===== src/rtl/cmos_rgb565_capture.sv =====
// OV7670 DVP capture: waits for sensor config, skips FRAME_SKIP frames, packs byte pairs into RGB565.
// Latency: a pixel strobes two clocks after its second byte is presented at the pins (one input stage + pack stage).
// Backpressure: none; the consumer must take one pixel every two clocks. Optional line/frame statistics under `CAPTURE_STATS_EN.
module cmos_rgb565_capture #(
    parameter int FRAME_SKIP = 10,
    parameter int H_PIXELS   = 640,
    parameter int V_LINES    = 480
) (
    input  logic        iCLK,
    input  logic        iRST,
    input  logic        iConfig_Done,
    input  logic        iCMOS_VSYNC,
    input  logic        iCMOS_HREF,
    input  logic [7:0]  iCMOS_DATA,
    output logic        oFrame_Valid,
    output logic        oFrame_Start,
    output logic [15:0] oData,
    output logic        oData_Valid,
    output logic [9:0]  oLine_Cnt,
    output logic [9:0]  oPix_Cnt,
    output logic        oSize_Err
);

    typedef enum logic [1:0] {
        S_WAIT_CFG = 2'd0,
        S_SKIP     = 2'd1,
        S_WAIT_VS  = 2'd2,
        S_CAPTURE  = 2'd3
    } state_t;

    localparam logic [7:0] LP_SKIP = FRAME_SKIP[7:0];

    state_t      r_state;
    logic        r_vs1;
    logic        r_vs2;
    logic        r_href1;
    logic [7:0]  r_data1;
    logic [7:0]  r_skip_cnt;
    logic        r_toggle;
    logic [7:0]  r_hi;
    logic [15:0] r_data;
    logic        r_data_vld;
    logic        r_frame_vld;
    logic        r_frame_start;
    logic        w_vs_rise;

    // Single input stage for all sensor pins; VSYNC gets a second stage for edge detection.
    always_ff @(posedge iCLK) begin
        if (iRST) begin
            r_vs1   <= 1'b0;
            r_vs2   <= 1'b0;
            r_href1 <= 1'b0;
            r_data1 <= 8'd0;
        end else begin
            r_vs1   <= iCMOS_VSYNC;
            r_vs2   <= r_vs1;
            r_href1 <= iCMOS_HREF;
            r_data1 <= iCMOS_DATA;
        end
    end

    assign w_vs_rise = r_vs1 & ~r_vs2;

    // Capture FSM with registered outputs; losing config always returns to WAIT_CFG and drops any half pixel.
    always_ff @(posedge iCLK) begin
        if (iRST) begin
            r_state       <= S_WAIT_CFG;
            r_skip_cnt    <= 8'd0;
            r_toggle      <= 1'b0;
            r_hi          <= 8'd0;
            r_data        <= 16'd0;
            r_data_vld    <= 1'b0;
            r_frame_vld   <= 1'b0;
            r_frame_start <= 1'b0;
        end else begin
            r_data_vld    <= 1'b0;
            r_frame_start <= 1'b0;
            if (!iConfig_Done) begin
                r_state     <= S_WAIT_CFG;
                r_frame_vld <= 1'b0;
                r_toggle    <= 1'b0;
                r_skip_cnt  <= 8'd0;
            end else begin
                case (r_state)
                    S_WAIT_CFG: begin
                        r_skip_cnt <= 8'd0;
                        r_toggle   <= 1'b0;
                        if (LP_SKIP != 8'd0) begin
                            r_state <= S_SKIP;
                        end else begin
                            r_state <= S_WAIT_VS;
                        end
                    end
                    S_SKIP: begin
                        if (w_vs_rise) begin
                            if (r_skip_cnt + 8'd1 == LP_SKIP) begin
                                r_skip_cnt <= 8'd0;
                                r_state    <= S_WAIT_VS;
                            end else begin
                                r_skip_cnt <= r_skip_cnt + 8'd1;
                            end
                        end
                    end
                    S_WAIT_VS: begin
                        if (w_vs_rise) begin
                            r_state       <= S_CAPTURE;
                            r_frame_vld   <= 1'b1;
                            r_frame_start <= 1'b1;
                            r_toggle      <= 1'b0;
                        end
                    end
                    S_CAPTURE: begin
                        r_frame_vld <= 1'b1;
                        if (w_vs_rise) begin
                            // A new frame boundary wins over any byte on the same edge.
                            r_frame_start <= 1'b1;
                            r_toggle      <= 1'b0;
                        end else if (r_href1) begin
                            if (!r_toggle) begin
                                r_hi     <= r_data1;
                                r_toggle <= 1'b1;
                            end else begin
                                r_data     <= {r_hi, r_data1};
                                r_data_vld <= 1'b1;
                                r_toggle   <= 1'b0;
                            end
                        end else begin
                            // Odd trailing byte of a line is dropped here.
                            r_toggle <= 1'b0;
                        end
                    end
                    default: r_state <= S_WAIT_CFG;
                endcase
            end
        end
    end

    assign oFrame_Valid = r_frame_vld;
    assign oFrame_Start = r_frame_start;
    assign oData        = r_data;
    assign oData_Valid  = r_data_vld;

`ifdef CAPTURE_STATS_EN
    localparam logic [9:0] LP_H = H_PIXELS[9:0];
    localparam logic [9:0] LP_V = V_LINES[9:0];

    logic       r_href_d;
    logic [9:0] r_pix_cnt;
    logic [9:0] r_line_cnt;
    logic       r_size_err;
    logic       w_in_cap;
    logic       w_href_fall;
    logic       w_pix_emit;
    logic       w_cfg_leave;

    assign w_in_cap    = (r_state == S_CAPTURE) && iConfig_Done;
    assign w_href_fall = r_href_d & ~r_href1;
    assign w_pix_emit  = w_in_cap && !w_vs_rise && r_href1 && r_toggle;
    assign w_cfg_leave = (r_state == S_WAIT_CFG) && iConfig_Done;

    // Per-line pixel and per-frame line counters with size checking; error is sticky until a fresh start.
    always_ff @(posedge iCLK) begin
        if (iRST) begin
            r_href_d   <= 1'b0;
            r_pix_cnt  <= 10'd0;
            r_line_cnt <= 10'd0;
            r_size_err <= 1'b0;
        end else begin
            r_href_d <= r_href1;
            if (w_cfg_leave) begin
                r_pix_cnt  <= 10'd0;
                r_line_cnt <= 10'd0;
                r_size_err <= 1'b0;
            end else begin
                if (w_in_cap && w_href_fall) begin
                    if (r_pix_cnt != LP_H) begin
                        r_size_err <= 1'b1;
                    end
                    r_pix_cnt  <= 10'd0;
                    r_line_cnt <= (r_line_cnt == 10'd1023) ? r_line_cnt : r_line_cnt + 10'd1;
                end else if (w_pix_emit) begin
                    r_pix_cnt <= (r_pix_cnt == 10'd1023) ? r_pix_cnt : r_pix_cnt + 10'd1;
                end
                if (w_in_cap && w_vs_rise) begin
                    if ((r_line_cnt != 10'd0) && (r_line_cnt != LP_V)) begin
                        r_size_err <= 1'b1;
                    end
                    r_line_cnt <= 10'd0;
                end
            end
        end
    end

    assign oLine_Cnt = r_line_cnt;
    assign oPix_Cnt  = r_pix_cnt;
    assign oSize_Err = r_size_err;
`else
    logic w_unused_stats;
    assign w_unused_stats = ^{H_PIXELS, V_LINES};
    assign oLine_Cnt = 10'd0;
    assign oPix_Cnt  = 10'd0;
    assign oSize_Err = 1'b0;
`endif

endmodule


===== config.mk =====
export PLATFORM = sky130hd
export DESIGN_NAME = cmos_rgb565_capture
export DESIGN_NICKNAME = d
export VERILOG_FILES = /design/src/rtl/cmos_rgb565_capture.sv
export SDC_FILE = /design/constraint.sdc
export NUM_CORES = 1
export LEC_CHECK = 0
export BUFFER_PORTS_ARGS = -buffer_cell sky130_fd_sc_hd__buf_2
export CORE_MARGIN = 10
export CORE_UTILIZATION = 53
export DETAILED_ROUTE_END_ITERATION = 8
export PLACE_DENSITY = 0.79
export SYNTH_ARGS = -nofsm -noshare
export SYNTH_HDL_FRONTEND = slang
export SYNTH_SLANG_ARGS = --single-unit

===== constraint.sdc =====
create_clock -name iCLK -period 2.3 [get_ports iCLK]
set_clock_uncertainty 0.05 [all_clocks]
set_input_delay 0.46 -clock iCLK [delete_from_list [all_inputs] [get_ports iCLK]]
set_output_delay 0.46 -clock iCLK [all_outputs]
set_load 0.01 [all_outputs]

# After elaboration in Yosys (flattened, before gate mapping)
# Index checks and enable logic that the tools add are counted.
[op_classes] n_eq_ne=7 bitwise=8 addsub=1 reduce_logical=15 mux=16
[op_table] op="$mux 8" n=2
[op_table] op="$pmux 8 s2" n=1
[op_table] op="$reduce_and 5->1" n=2
[op_table] op="$add 8x1->8 const B" n=1
[op_table] op="$eq 8x4->1 const B" n=1
[op_table] op="$mux 1" n=7
[op_table] op="$not 1->1" n=7
[op_table] op="$mux 2" n=3
[op_table] op="$ne 2x2->1 const B" n=3
[op_table] op="$pmux 2 s3" n=1
[op_table] op="$reduce_and 2->1" n=3
[op_table] op="$reduce_bool 3->1" n=2
[op_table] op="$reduce_or 5->1" n=1
[op_table] op="$eq 2x2->1 const B" n=2
[op_table] op="$reduce_and 4->1" n=1
[op_table] op="$reduce_bool 2->1" n=2
[op_table] op="$reduce_or 2->1" n=2
[op_table] op="$pmux 1 s3" n=1
[op_table] op="$reduce_or 3->1" n=1
[op_table] op="$eq 2x1->1 const B" n=1
[op_table] op="$logic_not 2->1" n=1
[op_table] op="$pmux 1 s2" n=1
[op_table] op="$and 1x1->1" n=1
[word_totals] output_inout_bits=40 word_cells=59 inputBits=13 register_bits=49

# Depth between registers and ports, before layout
# Gate-level depths: netlist (run 1).
[logic_depth] word_depth=5 mapped_depth=7 depth_no_buf=7

# Worst setup path after synthesis (run 1)
# Ideal clock, no wire load.
[synth_timing] path_type="flip-flop to flip-flop" start="reg r_skip_cnt[0]" end="reg r_skip_cnt[3]" t_required_ns=2.133 setup_ns=0.117 period_less_slack_ns=1.721 n_path_buf=0 t_arrival_ns=1.553 slack_ns=0.579 stages_incl_launch_ff=7 cell_sequence="dfxtp_1 > ha_1 > nand3_1 > a211o_1 > nand2_2 > a31oi_1 > a32o_1"
[synth_via] elab_chain_len=5
[synth_rtl] item="start: declaration" line_no="38" text="logic [7:0] r_skip_cnt;"
[synth_rtl] item="start signal: assignment" line_no="100" text="r_skip_cnt <= r_skip_cnt + 8'd1;"
[synth_rtl] item="$add 8x1->8 *" line_no="96, 100"
[synth_rtl] item="$eq 8x4->1" line_no="96" text="if (r_skip_cnt + 8'd1 == LP_SKIP) begin"
[synth_rtl] item="$mux 8 *" line_no="96"
[synth_rtl] item="$mux 8 *" line_no="95" text="if (w_vs_rise) begin"
[synth_rtl] item="$pmux 8 s2 *" line_no="84" text="case (r_state)"
# Every way passes the cells marked *; elsewhere a longest branch is shown, timed or not. The select of a mux whose other input is x is not followed.
# A chain may end at the register's enable or synchronous reset.

# Worst setup path in the final report (run 1)
[layout_timing] start="reg r_state[0]" end="reg r_data[7], in the netlist oData[7]"
[layout_via] elab_chain_len=2
[layout_rtl] item="start: declaration" line_no="33" text="state_t r_state;"
[layout_rtl] item="start signal: assignment" line_no="67" text="r_state <= S_WAIT_CFG;"
[layout_rtl] item="start signal: assignment" line_no="79" text="r_state <= S_WAIT_CFG;"
[layout_rtl] item="start signal: assignment" line_no="89" text="r_state <= S_SKIP;"
[layout_rtl] item="$eq 2x2->1" line_no="84"
[layout_rtl] item="$reduce_and 5->1 (no line)"
[layout_rtl] item="end signal: assignment" line_no="123" text="r_data <= {r_hi, r_data1};"
[layout_rtl] item="end: declaration" line_no="41" text="logic [15:0] r_data;"
# No other way between the ends.

==> flow_summary.json, run 1 <==
{
  "p_leak_nw": 1.14,
  "worstPathCellList": "ha_1 -> nand4_1 -> or2_1 -> mux2i_1 -> nor2_1",
  "fin_crit_ns": 2.02,
  "initial_core_util": 0.548,
  "clkLatencyLatePin_ns": 0.30,
  "layout-drive-gt1-share": 0.167,
  "cap_viol_max_count": 0,
  "core_area_sq_um": 4000,
  "wl_per_cell_microns": 13.4,
  "final_area_sq_um": 2400,
  "tritoncts": "yes",
  "outcome": "completed",
  "cp_top_family": "simple AND/OR/NAND/NOR gates",
  "slowest_delay_ns": 0.74,
  "setup-violations-final": 0,
  "synthFlopType": "dfxtp_1",
  "drtAntennaViolNets": 0,
  "yosysWarnings": 0,
  "final_max_slew_viol_count": 0,
  "multi_input_area_sq_um": 1050,
  "max_freq_mhz": 495,
  "fin_tns_setup_ns": 0,
  "cts_hold_buf": 0,
  "sw_frac_of_total": 0.223,
  "rsz0062_at_grt": "false",
  "wirelength_microns": 4190,
  "num_antenna_cells": 0,
  "synth-seq-cells": 49,
  "p_int_mw": 1.22,
  "grt_pass1_vias": 1549,
  "placed_cell_area_sq_um": 2290,
  "power_frac_comb": 0.059,
  "startpoint_type": "flop",
  "seqCellArea_sq_um": 981,
  "whs_ns": 0.310,
  "cp_max_fo": 17,
  "syn_to_final_growth_pct": 9.47,
  "critPathKind": "reg2reg",
  "grt_pass1_wl_microns": 6970,
  "hold_class": "in2reg",
  "synth_edf_count": 0,
  "ys_seq_area_frac": 0.447,
  "vias": 1625,
  "clockPowerShare": 0.386,
  "power_density_nw_per_um2": 652,
  "cp-end-kind": "flop",
  "asyncSetResetFlopFracSynth": 0,
  "dp_cells": 306,
  "routed_via_density": 5.18,
  "numCtsBuffers": 5,
  "nFillCells": 360,
  "syn_inst": 233,
  "vdd_ir_drop_max_v": 0.000388,
  "crit_slowest_cell": "or2_1",
  "syn_area_sq_um": 2190,
  "dieArea_sq_um": 7110,
  "grtUsageTotal": 0.117,
  "clk_pin_slew_ns": 0.08,
  "critical_path_required_ns": 2.44,
  "dpl.hpwl_microns": 2990,
  "io_pins": 53,
  "post_cts_buffers": 0,
  "dr.pass1.iters": 4,
  "cp_num_buf_inv": 0,
  "drt_iter0_markers": 165,
  "final_util": 0.600,
  "overflow": 0,
  "nNetsFinal": 284,
  "pwr-share-seq": 0.555,
  "clockBufferDepth": 2,
  "tightest_slew_ns": 0.936,
  "core.rowCount": 23,
  "fin_crit_sh": 0.878,
  "synth.avg_cell_area_sq_um": 9.41,
  "arrival_ns": 2.15,
  "clock-root-buffer": "clkbuf_8",
  "slew-limit-headroom": 0.376,
  "dieHeight_microns": 84.3,
  "drc": 0,
  "htreeDepth": 2,
  "antenna_found_initial": 0,
  "ys_types": 44,
  "routabilityCongestion": 0.792,
  "p_sw_uw": 349,
  "cts_num_sinks": 49,
  "port_buffers": 31,
  "grt_max_degree": 37,
  "final_cell_count_no_fill": 314,
  "cts.repair.resized": 0,
  "die_w_microns": 84.3,
  "finalHoldViolations": 0
}
[routing by layer]
layer / share of wire / vias to the layer above / GRT usage
li1: - / 808 / -
met1: 0.44 / 752 / 0.128
met2: 0.48 / 53 / 0.192
met3: 0.061 / 12 / 0.0425
met4: 0.026 / 0 / 0.0659
met5: 0 / - / 0
[logic make-up (layout without fill, tap and decap cells)]
family	count (synthesis)	count (layout)	synth area share
AOI/OAI and AO/OA	29	29	0.0936
xor gates and xnor gates	2	2	0.00799
adders and majority gates	8	8	0.0456
buffers and inverters	36	47	0.107
DFF	49	49	0.447
muxes	24	24	0.110
other	1	21	0.00171
and+or+nand+nor	84	84	0.188
[final timing paths]
check / from / endpoint / slack, ns / cells after the start
setup / recovery: r_state[0] / oData[7] / 0.28 / 5
hold / removal: iCMOS_DATA[2] / r_data1[2] / 0.31 / 2
setup reg to reg: r_state[0] / oData[7] / 0.28 / 5
hold reg to reg: oFrame_Valid / oFrame_Valid / 0.44 / 2
[metrics by stage]
stage          total power [mW]  setup WS (ns)
2_1_floorplan             0.980          0.579
3_3_place_gp              0.977          0.364
3_5_place_dp              0.979          0.287
4_1_cts                    1.58          0.268
5_1_grt                    1.64          0.144
6_report                   1.57          0.281
[state kept, by name, indices dropped and copies added (netlist names), 2 cells and up]
register    count
r_state         2
r_skip_cnt      8
oData          16
r_hi            8
r_data1         8
[power groups by stage]
stage	logic (mW)	registers, mW	clock network (mW)
2_1_floorplan	0.0924	0.888	0
6_report	0.0921	0.870	0.605
5_1_grt	0.104	0.872	0.659
4_1_cts	0.0899	0.870	0.623
3_3_place_gp	0.0882	0.889	0
3_5_place_dp	0.0891	0.890	0
[worst register-to-register path: stages (launching register included)]
cell and delay, ns:
dfxtp_1 0.37, ha_1 0.26, nand4_1 0.14, or2_1 0.74, mux2i_1 0.28, nor2_1 0.07
[cell type report]
cell class              instances  area share
clock buffers                   6      0.0302
repair buffers                 33      0.0709
multi-input cells             168       0.439
inverters                       6     0.00938
clock inverters                 2      0.0162
flip-flops and latches         49       0.409
well taps                      50      0.0261
[synth_stat cells (2+ instances only)]
cell type	count	area (sq um)
a211oi_1	2	15.0
a21oi_1	4	20.0
a311oi_1	3	26.3
a31oi_1	4	25.0
and2_1	2	12.5
and3_1	3	18.8
buf_4	22	165
buf_6	2	22.5
clkbuf_1	5	18.8
dfxtp_1	49	981
ha_1	8	100
inv_1	6	22.5
mux2i_1	24	240
nand2_1	7	26.3
nand3_1	5	25.0
nand4_1	4	25.0
nor2_1	38	143
nor2_2	2	12.5
nor2b_1	12	75.1
nor3_1	2	10.0
o21ai_0	5	25.0
xnor2_1	2	17.5
[layout by cell type, fill, tap and decap left out, types with 5 or more instances in the layout]
master	n
nand2_1	7
clkbuf_8	5
ha_1	8
nor2_1	38
inv_1	6
buf_2	31
conb_1	21
nor2b_1	12
o21ai_0	5
nand3_1	5
dfxtp_1	49
mux2i_1	24
No activity file was read; power rests on OpenSTA's default activity.
==> run 2: changes to the inputs <==
--- a/config.mk
+++ b/config.mk
@@ -9,7 +9,7 @@
 export CORE_MARGIN = 10
 export CORE_UTILIZATION = 53
 export DETAILED_ROUTE_END_ITERATION = 8
-export PLACE_DENSITY = 0.79
+export PLACE_DENSITY = 0.75
 export SYNTH_ARGS = -nofsm -noshare
 export SYNTH_HDL_FRONTEND = slang
 export SYNTH_SLANG_ARGS = --single-unit
==> constraint.sdc (replaced) <==
create_clock -name iCLK -period 2.3 [get_ports iCLK]
set_clock_uncertainty 0.05 [all_clocks]
set_input_delay 0.69 -clock iCLK [delete_from_list [all_inputs] [get_ports iCLK]]
set_output_delay 0.69 -clock iCLK [all_outputs]
set_load 0.01 [all_outputs]
==> flow_summary.json, run 2 (synthesis results as in run 1) <==
{
  "vias": 1628,
  "tightest_slew_ns": 0.572,
  "multi_input_area_sq_um": 1050,
  "cts.repair.resized": 0,
  "most-common-layout-cells": "dfxtp_1 (49), nor2_1 (38), buf_2 (31), mux2i_1 (24), conb_1 (21)",
  "cp_max_fo": 8,
  "vdd_ir_drop_max_v": 0.000381,
  "drtAntennaViolNets": 0,
  "fin_tns_setup_ns": 0,
  "startpoint_type": "flop",
  "drt_iter0_markers": 181,
  "cap_viol_max_count": 0,
  "post_cts_buffers": 0,
  "critPathKind": "reg2reg",
  "grtUsageTotal": 0.116,
  "seqCellArea_sq_um": 981,
  "nFillCells": 342,
  "final_util": 0.596,
  "slew-limit-headroom": 0.619,
  "p_sw_uw": 353,
  "rr_worst_depth": 6,
  "io_pins": 53,
  "cp-end-kind": "flop",
  "dieHeight_microns": 84.3,
  "clkLatencyLatePin_ns": 0.30,
  "grt_pass1_vias": 1540,
  "dr.pass1.iters": 4,
  "fin_crit_sh": 0.839,
  "setup-violations-final": 0,
  "tritoncts": "yes",
  "grt_pass1_wl_microns": 7110,
  "pwr-share-seq": 0.595,
  "clk_pin_slew_ns": 0.09,
  "hold_depth": 2,
  "final_max_slew_viol_count": 0,
  "outcome": "completed",
  "core.rowCount": 23,
  "initial_core_util": 0.548,
  "max_freq_mhz": 518,
  "syn_to_final_growth_pct": 8.67,
  "post-place-ws_ns": 0.412,
  "die_w_microns": 84.3,
  "fin_crit_ns": 1.93,
  "power_density_nw_per_um2": 613,
  "routed_via_density": 5.17,
  "layout-drive-gt1-share": 0.170,
  "dieArea_sq_um": 7110,
  "finalHoldViolations": 0,
  "routabilityCongestion": 0.879,
  "numCtsBuffers": 5,
  "clockBufferDepth": 2,
  "critical_path_required_ns": 2.45,
  "wirelength_microns": 4160,
  "clockPowerShare": 0.341,
  "overflow": 0,
  "clock-root-buffer": "clkbuf_8",
  "nNetsFinal": 285,
  "arrival_ns": 2.08,
  "hold_class": "reg2reg",
  "antenna_found_initial": 0,
  "power_frac_comb": 0.064,
  "rsz0062_at_grt": "false",
  "htreeDepth": 2,
  "mostFrequentLayoutCell": "dfxtp_1",
  "sw_frac_of_total": 0.241,
  "wl_per_cell_microns": 13.2,
  "cts_hold_buf": 0,
  "cts_num_sinks": 49,
  "port_buffers": 31,
  "drc": 0,
  "largest_reg_flops": 16,
  "fin_ws_ns": 0.371,
  "dpl.hpwl_microns": 3000,
  "p_int_mw": 1.11,
  "core_area_sq_um": 4000,
  "grt_max_degree": 36,
  "num_antenna_cells": 0,
  "p_leak_nw": 1.14
}
[run 2: layer usage]
| metal | GRT usage | wire [microns] | vias to the layer above |
|---|---|---|---|
| met1 | 0.145 | 1960 | 746 |
| met3 | 0.0464 | 331 | 10 |
| li1 | - | - | 815 |
| met5 | 0 | 0 | - |
| met2 | 0.174 | 1800 | 57 |
| met4 | 0.0449 | 65 | 0 |
[run 2: critical path: stages (launching register included)]
cell and delay (ns):
dfxtp_1 0.47, ha_1 0.29, nand3_1 0.18, a211o_1 0.32, nand2_2 0.11, a31oi_1 0.13, a32o_1 0.29
[run 2: path summary, 6_finish.rpt]
kind	slack [ns]	start	endpoint
worst max-delay path	0.37	r_skip_cnt[0]	r_skip_cnt[3]
worst min-delay path	0.43	r_href1	r_toggle
worst max register to register	0.37	r_skip_cnt[0]	r_skip_cnt[3]
worst min register to register	0.43	r_href1	r_toggle
[run 2: cell type report]
cell class | count | area share
multi-input combinational | 168 | 0.442
sequential | 49 | 0.412
timing repair buffer | 34 | 0.0745
clock buffer | 6 | 0.0304
tap | 50 | 0.0262
inverter | 6 | 0.00945
clock inverter | 2 | 0.00577
[run 2: power by group through the flow]
stage / Combinational [mW] / Clock [mW] / Sequential, mW
after floorplan: 0.0924 / 0 / 0.888
after global routing: 0.107 / 0.559 / 0.872
after CTS: 0.0906 / 0.510 / 0.870
after global placement: 0.0899 / 0 / 0.889
final: 0.0929 / 0.498 / 0.870
after detailed placement: 0.0899 / 0 / 0.890
[run 2: per-stage QoR]
| stage | power, mW | cells | hold slack, ns | cell area [sq um] |
|---|---|---|---|---|
| after floorplan | 0.980 | 253 | 0.401 | 2270 |
| after global placement | 0.979 | 307 | 0.408 | 2300 |
| after detailed placement | 0.980 | 307 | 0.420 | 2300 |
| after CTS | 1.47 | 315 | 0.436 | 2380 |
| after global routing | 1.54 | 315 | 0.459 | 2380 |
| final | 1.46 | 315 | 0.433 | 2380 |
